[config.mk]
export PLATFORM = sky130hd
export DESIGN_NAME = mc_ctrl
export DESIGN_NICKNAME = d
export VERILOG_FILES = /design/src/rtl/mc_pkg.sv /design/src/rtl/mc_ctrl_alu_dec.sv /design/src/rtl/mc_ctrl.sv
export SDC_FILE = /design/constraint.sdc
export NUM_CORES = 1
export LEC_CHECK = 0
export ABC_AREA = 1
export CAP_MARGIN = 20
export CELL_PAD_IN_SITES_DETAIL_PLACEMENT = 1
export CELL_PAD_IN_SITES_GLOBAL_PLACEMENT = 2
export CORE_MARGIN = 1.5
export CORE_UTILIZATION = 23
export CTS_BUF_LIST = sky130_fd_sc_hd__clkbuf_2 sky130_fd_sc_hd__clkbuf_4 sky130_fd_sc_hd__clkbuf_8
export CTS_CLUSTER_DIAMETER = 30
export DETAILED_ROUTE_END_ITERATION = 12
export GPL_TIMING_DRIVEN = 0
export PLACE_DENSITY_LB_ADDON = 0.1
export SYNTH_ARGS = -nofsm -noshare
export SYNTH_HDL_FRONTEND = slang
export SYNTH_SLANG_ARGS = --single-unit
[constraint.sdc]
create_clock -name clk -period 2.03 [get_ports clk]
set_clock_uncertainty 0.05 [all_clocks]
set_input_delay 0.406 -clock clk [delete_from_list [all_inputs] [get_ports clk]]
set_output_delay 0.406 -clock clk [all_outputs]
set_load 0.02 [all_outputs]
[src/rtl/mc_pkg.sv]
// mc_pkg: shared constants and types for the multi-cycle MIPS control unit.
//   - ALU Func codes issued on alu_func
//   - opcode / funct values of the supported instruction set
//   - FSM state encoding, operand-select and PC-source encodings
//   - instruction classes produced by alu_dec, trap cause codes
package mc_pkg;

    // ALU Func codes
    localparam logic [5:0] FN_ADD   = 6'b000010;
    localparam logic [5:0] FN_SUB   = 6'b000100;
    localparam logic [5:0] FN_AND   = 6'b001000;
    localparam logic [5:0] FN_OR    = 6'b010000;
    localparam logic [5:0] FN_NOR   = 6'b100000;
    localparam logic [5:0] FN_XOR   = 6'b010001;
    localparam logic [5:0] FN_SLTU  = 6'b000101;
    localparam logic [5:0] FN_SLT   = 6'b001001;
    localparam logic [5:0] FN_PASSB = 6'b010010;
    localparam logic [5:0] FN_SRA   = 6'b011000;
    localparam logic [5:0] FN_SRL   = 6'b101000;
    localparam logic [5:0] FN_SLL   = 6'b110000;
    localparam logic [5:0] FN_BEQ   = 6'b000110;
    localparam logic [5:0] FN_BNE   = 6'b100001;

    // opcodes (IR[31:26])
    localparam logic [5:0] OP_RTYPE = 6'h00;
    localparam logic [5:0] OP_J     = 6'h02;
    localparam logic [5:0] OP_BEQ   = 6'h04;
    localparam logic [5:0] OP_BNE   = 6'h05;
    localparam logic [5:0] OP_ADDI  = 6'h08;
    localparam logic [5:0] OP_ADDIU = 6'h09;
    localparam logic [5:0] OP_SLTI  = 6'h0A;
    localparam logic [5:0] OP_SLTIU = 6'h0B;
    localparam logic [5:0] OP_ANDI  = 6'h0C;
    localparam logic [5:0] OP_ORI   = 6'h0D;
    localparam logic [5:0] OP_XORI  = 6'h0E;
    localparam logic [5:0] OP_LUI   = 6'h0F;
    localparam logic [5:0] OP_LW    = 6'h23;
    localparam logic [5:0] OP_SW    = 6'h2B;

    // R-type funct values (IR[5:0])
    localparam logic [5:0] FT_SLL  = 6'h00;
    localparam logic [5:0] FT_SRL  = 6'h02;
    localparam logic [5:0] FT_SRA  = 6'h03;
    localparam logic [5:0] FT_ADD  = 6'h20;
    localparam logic [5:0] FT_ADDU = 6'h21;
    localparam logic [5:0] FT_SUB  = 6'h22;
    localparam logic [5:0] FT_SUBU = 6'h23;
    localparam logic [5:0] FT_AND  = 6'h24;
    localparam logic [5:0] FT_OR   = 6'h25;
    localparam logic [5:0] FT_XOR  = 6'h26;
    localparam logic [5:0] FT_NOR  = 6'h27;
    localparam logic [5:0] FT_SLT  = 6'h2A;
    localparam logic [5:0] FT_SLTU = 6'h2B;

    typedef enum logic [3:0] {
        ST_FETCH,
        ST_DECODE,
        ST_EXEC_R,
        ST_EXEC_I,
        ST_WB,
        ST_MEMADDR,
        ST_MEMRD,
        ST_MEMWR,
        ST_BRANCH,
        ST_JUMP,
        ST_TRAP
    } state_t;

    typedef enum logic [1:0] {
        A_PC    = 2'd0,
        A_RS    = 2'd1,
        A_SHAMT = 2'd2
    } a_sel_t;

    typedef enum logic [2:0] {
        B_RT       = 3'd0,
        B_FOUR     = 3'd1,
        B_SEXT     = 3'd2,
        B_SEXT_SH2 = 3'd3,
        B_ZEXT     = 3'd4,
        B_LUI      = 3'd5
    } b_sel_t;

    typedef enum logic [1:0] {
        PC_ALU    = 2'd0,
        PC_ALUOUT = 2'd1,
        PC_JUMP   = 2'd2,
        PC_EXC    = 2'd3
    } pc_src_t;

    typedef enum logic [2:0] {
        CLS_R,
        CLS_I,
        CLS_MEM,
        CLS_BRANCH,
        CLS_JUMP,
        CLS_RSV
    } cls_t;

    localparam logic [1:0] CAUSE_NONE = 2'd0;
    localparam logic [1:0] CAUSE_OVF  = 2'd1;
    localparam logic [1:0] CAUSE_RSV  = 2'd2;
    localparam logic [1:0] CAUSE_BUS  = 2'd3;

endpackage

[src/rtl/mc_ctrl_alu_dec.sv]
// alu_dec: combinational instruction decoder for mc_ctrl.
// Ports:
//   opcode, funct  in   instruction fields IR[31:26], IR[5:0]
//   func           out  ALU Func code for the execute/branch step
//   a_sel, b_sel   out  ALU operand selects for the execute/branch step
//   ovf_trap       out  instruction traps on ALU overflow (add, sub, addi)
//   reserved       out  unsupported opcode/funct
//   cls            out  instruction class used to route DECODE
module alu_dec
    import mc_pkg::*;
(
    input  logic [5:0] opcode,
    input  logic [5:0] funct,
    output logic [5:0] func,
    output logic [1:0] a_sel,
    output logic [2:0] b_sel,
    output logic       ovf_trap,
    output logic       reserved,
    output cls_t       cls
);

    always_comb begin
        func     = FN_ADD;
        a_sel    = A_RS;
        b_sel    = B_RT;
        ovf_trap = 1'b0;
        reserved = 1'b0;
        cls      = CLS_R;
        if (opcode == OP_RTYPE) begin
            case (funct)
                FT_ADD:  begin func = FN_ADD; ovf_trap = 1'b1; end
                FT_ADDU: func = FN_ADD;
                FT_SUB:  begin func = FN_SUB; ovf_trap = 1'b1; end
                FT_SUBU: func = FN_SUB;
                FT_AND:  func = FN_AND;
                FT_OR:   func = FN_OR;
                FT_XOR:  func = FN_XOR;
                FT_NOR:  func = FN_NOR;
                FT_SLT:  func = FN_SLT;
                FT_SLTU: func = FN_SLTU;
                // shift amount rides on port A, the shifted value (rt) on B
                FT_SLL:  begin func = FN_SLL; a_sel = A_SHAMT; end
                FT_SRL:  begin func = FN_SRL; a_sel = A_SHAMT; end
                FT_SRA:  begin func = FN_SRA; a_sel = A_SHAMT; end
                default: begin cls = CLS_RSV; reserved = 1'b1; end
            endcase
        end else begin
            cls = CLS_I;
            case (opcode)
                OP_ADDI:  begin b_sel = B_SEXT; ovf_trap = 1'b1; end
                OP_ADDIU: b_sel = B_SEXT;
                OP_SLTI:  begin func = FN_SLT;  b_sel = B_SEXT; end
                OP_SLTIU: begin func = FN_SLTU; b_sel = B_SEXT; end
                OP_ANDI:  begin func = FN_AND;  b_sel = B_ZEXT; end
                OP_ORI:   begin func = FN_OR;   b_sel = B_ZEXT; end
                OP_XORI:  begin func = FN_XOR;  b_sel = B_ZEXT; end
                OP_LUI:   begin func = FN_PASSB; b_sel = B_LUI; end
                OP_LW, OP_SW: begin cls = CLS_MEM; b_sel = B_SEXT; end
                OP_BEQ:   begin cls = CLS_BRANCH; func = FN_BEQ; end
                OP_BNE:   begin cls = CLS_BRANCH; func = FN_BNE; end
                OP_J:     cls = CLS_JUMP;
                default:  begin cls = CLS_RSV; reserved = 1'b1; end
            endcase
        end
    end

endmodule

[src/rtl/mc_ctrl.sv]
// mc_ctrl: multi-cycle MIPS control unit, issuing end of the ALU Func/sgn/err
// interface.
// Ports:
//   clk, rst            clock, synchronous active-high reset
//   opcode, funct       IR fields
//   alu_sgn, alu_err    ALU branch-compare result, add/sub overflow
//   mem_ready           memory completes current read/write
//   alu_func            ALU Func code
//   alu_a_sel           0=PC 1=rs 2=shamt
//   alu_b_sel           0=rt 1=4 2=sext imm 3=sext imm<<2 4=zext imm 5=imm<<16
//   iord                memory address 0=PC 1=ALUOut
//   mem_rd, mem_we      memory strobes, held until mem_ready
//   ir_we, pc_we, reg_we register enables
//   pc_src              0=ALU 1=ALUOut 2=jump target 3=exception vector
//   reg_dst, mem_to_reg write-back destination / source
//   exc_valid, exc_cause trap pulse, 1=overflow 2=reserved 3=bus timeout
//
// state      | meaning
// FETCH      | read instruction at PC, PC <= PC+4 on mem_ready
// DECODE     | ALUOut <= PC + (imm<<2), route by instruction class
// EXEC_R     | R-type ALU operation
// EXEC_I     | I-type ALU operation
// WB         | register file write
// MEMADDR    | ALUOut <= rs + sext imm
// MEMRD      | data read at ALUOut
// MEMWR      | data write at ALUOut
// BRANCH     | compare rs/rt, PC <= ALUOut when taken
// JUMP       | PC <= jump target
// TRAP       | PC <= exception vector, exc_valid pulse
module mc_ctrl
    import mc_pkg::*;
#(
    parameter int WAIT_MAX = 15
)
(
    input  logic       clk,
    input  logic       rst,
    input  logic [5:0] opcode,
    input  logic [5:0] funct,
    input  logic       alu_sgn,
    input  logic       alu_err,
    input  logic       mem_ready,
    output logic [5:0] alu_func,
    output logic [1:0] alu_a_sel,
    output logic [2:0] alu_b_sel,
    output logic       iord,
    output logic       mem_rd,
    output logic       mem_we,
    output logic       ir_we,
    output logic       pc_we,
    output logic       reg_we,
    output logic [1:0] pc_src,
    output logic       reg_dst,
    output logic       mem_to_reg,
    output logic       exc_valid,
    output logic [1:0] exc_cause
);

    localparam int              CW        = $clog2(WAIT_MAX + 1);
    // down-counter: the WAIT_MAX-th consecutive stalled cycle sees zero
    localparam logic [CW-1:0]   WAIT_LOAD = CW'(WAIT_MAX - 1);

    state_t        state, state_next;
    logic [CW-1:0] wait_cnt, wait_cnt_next;
    logic [1:0]    cause_q, cause_next;
    logic          mem_stall;

    logic [5:0]    dec_func;
    logic [1:0]    dec_a_sel;
    logic [2:0]    dec_b_sel;
    logic          dec_ovf_trap;
    logic          dec_reserved;
    cls_t          dec_cls;

    alu_dec u_alu_dec (
        .opcode   (opcode),
        .funct    (funct),
        .func     (dec_func),
        .a_sel    (dec_a_sel),
        .b_sel    (dec_b_sel),
        .ovf_trap (dec_ovf_trap),
        .reserved (dec_reserved),
        .cls      (dec_cls)
    );

    always_ff @(posedge clk) begin
        if (rst) begin
            state    <= ST_FETCH;
            wait_cnt <= WAIT_LOAD;
            cause_q  <= CAUSE_NONE;
        end else begin
            state    <= state_next;
            wait_cnt <= wait_cnt_next;
            cause_q  <= cause_next;
        end
    end

    always_comb begin
        state_next    = state;
        wait_cnt_next = wait_cnt;
        cause_next    = cause_q;
        mem_stall     = 1'b0;
        case (state)
            ST_FETCH: begin
                if (mem_ready) state_next = ST_DECODE;
                else           mem_stall  = 1'b1;
            end
            ST_DECODE: begin
                if (dec_reserved) begin
                    state_next = ST_TRAP;
                    cause_next = CAUSE_RSV;
                end else begin
                    case (dec_cls)
                        CLS_R:      state_next = ST_EXEC_R;
                        CLS_I:      state_next = ST_EXEC_I;
                        CLS_MEM:    state_next = ST_MEMADDR;
                        CLS_BRANCH: state_next = ST_BRANCH;
                        CLS_JUMP:   state_next = ST_JUMP;
                        default: begin
                            state_next = ST_TRAP;
                            cause_next = CAUSE_RSV;
                        end
                    endcase
                end
            end
            ST_EXEC_R, ST_EXEC_I: begin
                if (dec_ovf_trap && alu_err) begin
                    state_next = ST_TRAP;
                    cause_next = CAUSE_OVF;
                end else begin
                    state_next = ST_WB;
                end
            end
            ST_WB:      state_next = ST_FETCH;
            ST_MEMADDR: state_next = (opcode == OP_LW) ? ST_MEMRD : ST_MEMWR;
            ST_MEMRD: begin
                if (mem_ready) state_next = ST_WB;
                else           mem_stall  = 1'b1;
            end
            ST_MEMWR: begin
                if (mem_ready) state_next = ST_FETCH;
                else           mem_stall  = 1'b1;
            end
            default:    state_next = ST_FETCH;
        endcase

        if (mem_stall) begin
            if (wait_cnt == '0) begin
                state_next = ST_TRAP;
                cause_next = CAUSE_BUS;
            end else begin
                wait_cnt_next = wait_cnt - CW'(1);
            end
        end
        if (state_next != state) wait_cnt_next = WAIT_LOAD;
    end

    // Outputs follow the state register; reset gates them immediately so an
    // access interrupted mid-instruction never completes on the next edge.
    always_comb begin
        alu_func   = '0;
        alu_a_sel  = '0;
        alu_b_sel  = '0;
        iord       = 1'b0;
        mem_rd     = 1'b0;
        mem_we     = 1'b0;
        ir_we      = 1'b0;
        pc_we      = 1'b0;
        reg_we     = 1'b0;
        pc_src     = '0;
        reg_dst    = 1'b0;
        mem_to_reg = 1'b0;
        exc_valid  = 1'b0;
        exc_cause  = '0;
        if (!rst) begin
            case (state)
                ST_FETCH: begin
                    mem_rd    = 1'b1;
                    alu_a_sel = A_PC;
                    alu_b_sel = B_FOUR;
                    alu_func  = FN_ADD;
                    ir_we     = mem_ready;
                    pc_we     = mem_ready;
                    pc_src    = PC_ALU;
                end
                ST_DECODE: begin
                    alu_a_sel = A_PC;
                    alu_b_sel = B_SEXT_SH2;
                    alu_func  = FN_ADD;
                end
                ST_EXEC_R, ST_EXEC_I: begin
                    alu_func  = dec_func;
                    alu_a_sel = dec_a_sel;
                    alu_b_sel = dec_b_sel;
                end
                ST_WB: begin
                    reg_we     = 1'b1;
                    reg_dst    = (dec_cls == CLS_R);
                    mem_to_reg = (opcode == OP_LW);
                end
                ST_MEMADDR: begin
                    alu_a_sel = A_RS;
                    alu_b_sel = B_SEXT;
                    alu_func  = FN_ADD;
                end
                ST_MEMRD: begin
                    iord   = 1'b1;
                    mem_rd = 1'b1;
                end
                ST_MEMWR: begin
                    iord   = 1'b1;
                    mem_we = 1'b1;
                end
                ST_BRANCH: begin
                    alu_a_sel = A_RS;
                    alu_b_sel = B_RT;
                    alu_func  = dec_func;
                    pc_src    = PC_ALUOUT;
                    pc_we     = alu_sgn;
                end
                ST_JUMP: begin
                    pc_we  = 1'b1;
                    pc_src = PC_JUMP;
                end
                ST_TRAP: begin
                    exc_valid = 1'b1;
                    exc_cause = cause_q;
                    pc_we     = 1'b1;
                    pc_src    = PC_EXC;
                end
                default: begin
                    alu_func = '0;
                end
            endcase
        end
    end

endmodule
==> impl_results.md <==
- FF+latch count, synth: 10
- Worst IR Drop VDD: roughly 0.26 mV
- H-tree levels: 1
- Area leader, netlist: dfxtp_1
- Hold WC Path Type: flop to flop
- DR vias/cell: ~4.7
- Cell with the most instances after synthesis: nand2_1
- TritonCTS buffer count: 3
- DRT Pass-1 Iters: 4
- Antenna Violating Nets Remaining: 0
- Startpoint class of the critical path: input port
- WL final: ~5300 µm
- Final Setup Violations: 2
- Top post-synthesis cells by count: nand2_1 (51), inv_1 (37), nor2_1 (32)
- Combinational share of power: a little under half
- Sw Ratio: between 30% and 40%
- Gate Count Post-Synth: 230
- Relative slew slack: 65.58%
- RSZ-0062 raised after global routing: yes
- Dominant cells by area after synthesis: dfxtp_1 (16%), nand2_1 (15%), inv_1 (11%)
- Net Sw Power: between 0.0003 and 0.0004 W
- Worst Path Max Fanout: 4
- Ys async rst share: 0%
- Ys flop type: dfxtp_1
- CTS tree: yes
- Min Tclk post-route: around 2.1 ns
- Crit. path cell count: 8
- Most frequent CP cell: buf_6
- Congestion Overflow GR: 0
- Detailed Place HPWL: between 3000 and 4000 µm
- Gr usage total: a little under a fifth
- Core area: between 5000 and 6000 µm²
- Via count: 1756
- Synth cell types: 33
- DIE HEIGHT: 77.24 µm
- P per Cell Area: roughly 380 nW/µm²
- First-pass GRT wire length: approximately 9000 µm
- Clk sinks: 10
- Pre-CTS WS: -1.037 ns
- Fin crit share: 102.3%
- Top delay family on crit path: simple AND/OR/NAND/NOR gates
- Internal power: 0.0005518 W
- Synth-to-Final Area Change: 83.91%
- GP Congestion: between 0.7 and 0.8
- I/O Pins: slightly above 40
- Maxcap violations: 0
- Critical Path Max Stage Delay: between 0.2 and 0.3 ns
- Share of cells above drive strength 1: around 45%
- 1st-iter DRT viols: 80
- Average size of a mapped cell: between 5 and 6 µm²
- Die Footprint: 5965 µm²
- Mapped Nets: approximately 250
- Worst Path Required: 1.57 ns
- Nets@finish: approximately 330
- Worst-Skew Late Latency: ~0.24 ns
- Cell total after placement: 339
- Pins over their slew limit: 0
- Setup WS post-layout: -0.04753 ns
- Register area share after synthesis: ~16%
- Final Non-Filler Cells: about 380
- WL/cell: ~14 µm
- Die width: ~77 µm
- Number of global-route vias before repair: 1896
- Buffers on Ports: 39
- Crit path DAT: between 1.5 and 2 ns
- Pin count of the biggest net entering global routing: 11
- Clock Path Buffers: 2
- Clock share of power: between 20 and 30%
- Initial antenna violation count: 0
- Ys Warns: 0
- Failing checks: setup timing
- Reg power frac: between 20% and 30%
- ANT cells: 0
- Hold depth: 2
- Lkg Pwr: between 1 and 1.5 nW
- FMAX: 0.4813 GHz
- CP Cell Sequence: buf_8, nor2_4, nand3_4, buf_6, or2_4, buf_6, nor3_4, buf_6
- Number of flops mapped to enable cells by yosys: 0
- DRC viols: 0
- Worst-Margin Slew: 0.5098 ns
- Crit Path Category: input port to primary output
- Crit end category: primary output
- FP Rows: 26
- Final TNS setup: -0.07045 ns
- Endpoints failing hold: 0
- Clk Tree Root Cell: clkbuf_8
- Reg2reg path depth: 9
- Clock transition at the registers of the reported paths: roughly 0.05 ns
- Status: complete, but fails checks
- Initial Utilization: between 20% and 30%
- Post-Syn Area: roughly 1300 µm²
- Post-synth top area share: 15.79%
- Slowest library cell on the worst path: or2_4
- CP Buf/Inv Count: 4
## cell families (layout without fill, tap and decap cells)
logic type | after synthesis | after routing | share of synthesized area (%)
fa+ha+maj | 1 | 1 | 0.9870
flops | 10 | 10 | 15.79
xor+xnor | 1 | 1 | 0.6911
buf+inv | 45 | 122 | 13.92
simple gates | 140 | 140 | 51.83
compound gates | 33 | 33 | 16.78
## metrics by stage
step	total power (W)	instance area (µm²)	hold slack [ns]	util, %
detailed placement	0.0005423	1757	0.4161	33.75
global placement	0.0005417	1757	0.4071	33.75
CTS	0.0008463	2142	0.4181	41.15
finish	0.0008921	2331	0.4223	44.78
floorplan	0.0004151	1279	0.3768	-
global route	0.0009529	2331	0.4358	44.78
## timing repair
action,4_1_cts,5_1_grt
gates resized for setup,198,58
hold buffers,0,0
setup endpoints to repair,24,21
buffers inserted,26,8
pin swaps,24,23
## power groups by stage
stage / registers (W) / clock network [W] / logic [W]
after floorplan: 0.000226 / 0 / 0.000189
after global placement: 0.000231 / 0 / 0.000311
after detailed placement: 0.000231 / 0 / 0.000312
after CTS: 0.000229 / 0.000260 / 0.000357
after global routing: 0.000237 / 0.000269 / 0.000447
final: 0.000234 / 0.000252 / 0.000407
## layer usage
metal	track usage, %	part of all wire (%)	up-vias	routed length (µm)
met3	2.738	2.8	0	151
met5	0	0	-	0
met2	33.07	49	27	2618
met1	25.36	48	812	2545
li1	-	-	917	-
met4	1.091	0	0	0
## final cells by class
cell class | count | area [µm²]
Clock buffer | 4 | 55.05
Timing Repair Buffer | 73 | 626.9
Sequential cell | 10 | 215.2
Fill cell | 689 | 2874
Buffer | 4 | 52.55
Tap cell | 70 | 87.58
Multi-Input combinational cell | 175 | 1127
Inverter | 41 | 166.4
## worst min-delay path, stage by stage (launching register included)
cell	delay (ns)
dfxtp_1	0.31
nand2_1	0.06
a21oi_1	0.05
## sequential cells by signal, indices dropped and copies added, names as in the netlist
register / cells
cause_q: 2
state: 4
wait_cnt: 4
## placed cells by master, fill, tap and decap left out, drive strengths merged
cell           Yosys  routed
buf                2      62
clkdlybuf4s15      0       2
o31ai              1       1
dlygate4sd2        0       6
dfxtp             10      10
nor3               9       9
a31oi              3       3
nand4              9       9
clkbuf             2       9
nor3b              1       1
o311ai             1       1
a311oi             2       2
clkdlybuf4s50      0       2
a211oi             1       1
nand3             23      23
xor2               1       1
o22ai              2       2
ha                 1       1
inv               41      41
a311o              1       1
or2                2       2
o211ai             1       1
a2111oi            1       1
nand3b             2       2
nand2             53      53
a21oi             11      11
nor4               1       1
nor2              40      40
o21ai              9       9
## worst paths after layout
check,start,endpoint,slack [ns]
worst max-delay path,opcode[4],alu_a_sel[1],-0.05
worst min-delay path,cause_q[0]$_SDFF_PP0_,cause_q[0]$_SDFF_PP0_,0.42
worst max register to register,state[3]$_SDFF_PP0_,state[2]$_SDFF_PP0_,0.45
worst min register to register,cause_q[0]$_SDFF_PP0_,cause_q[0]$_SDFF_PP0_,0.42
(Power assumes the default switching activity.)
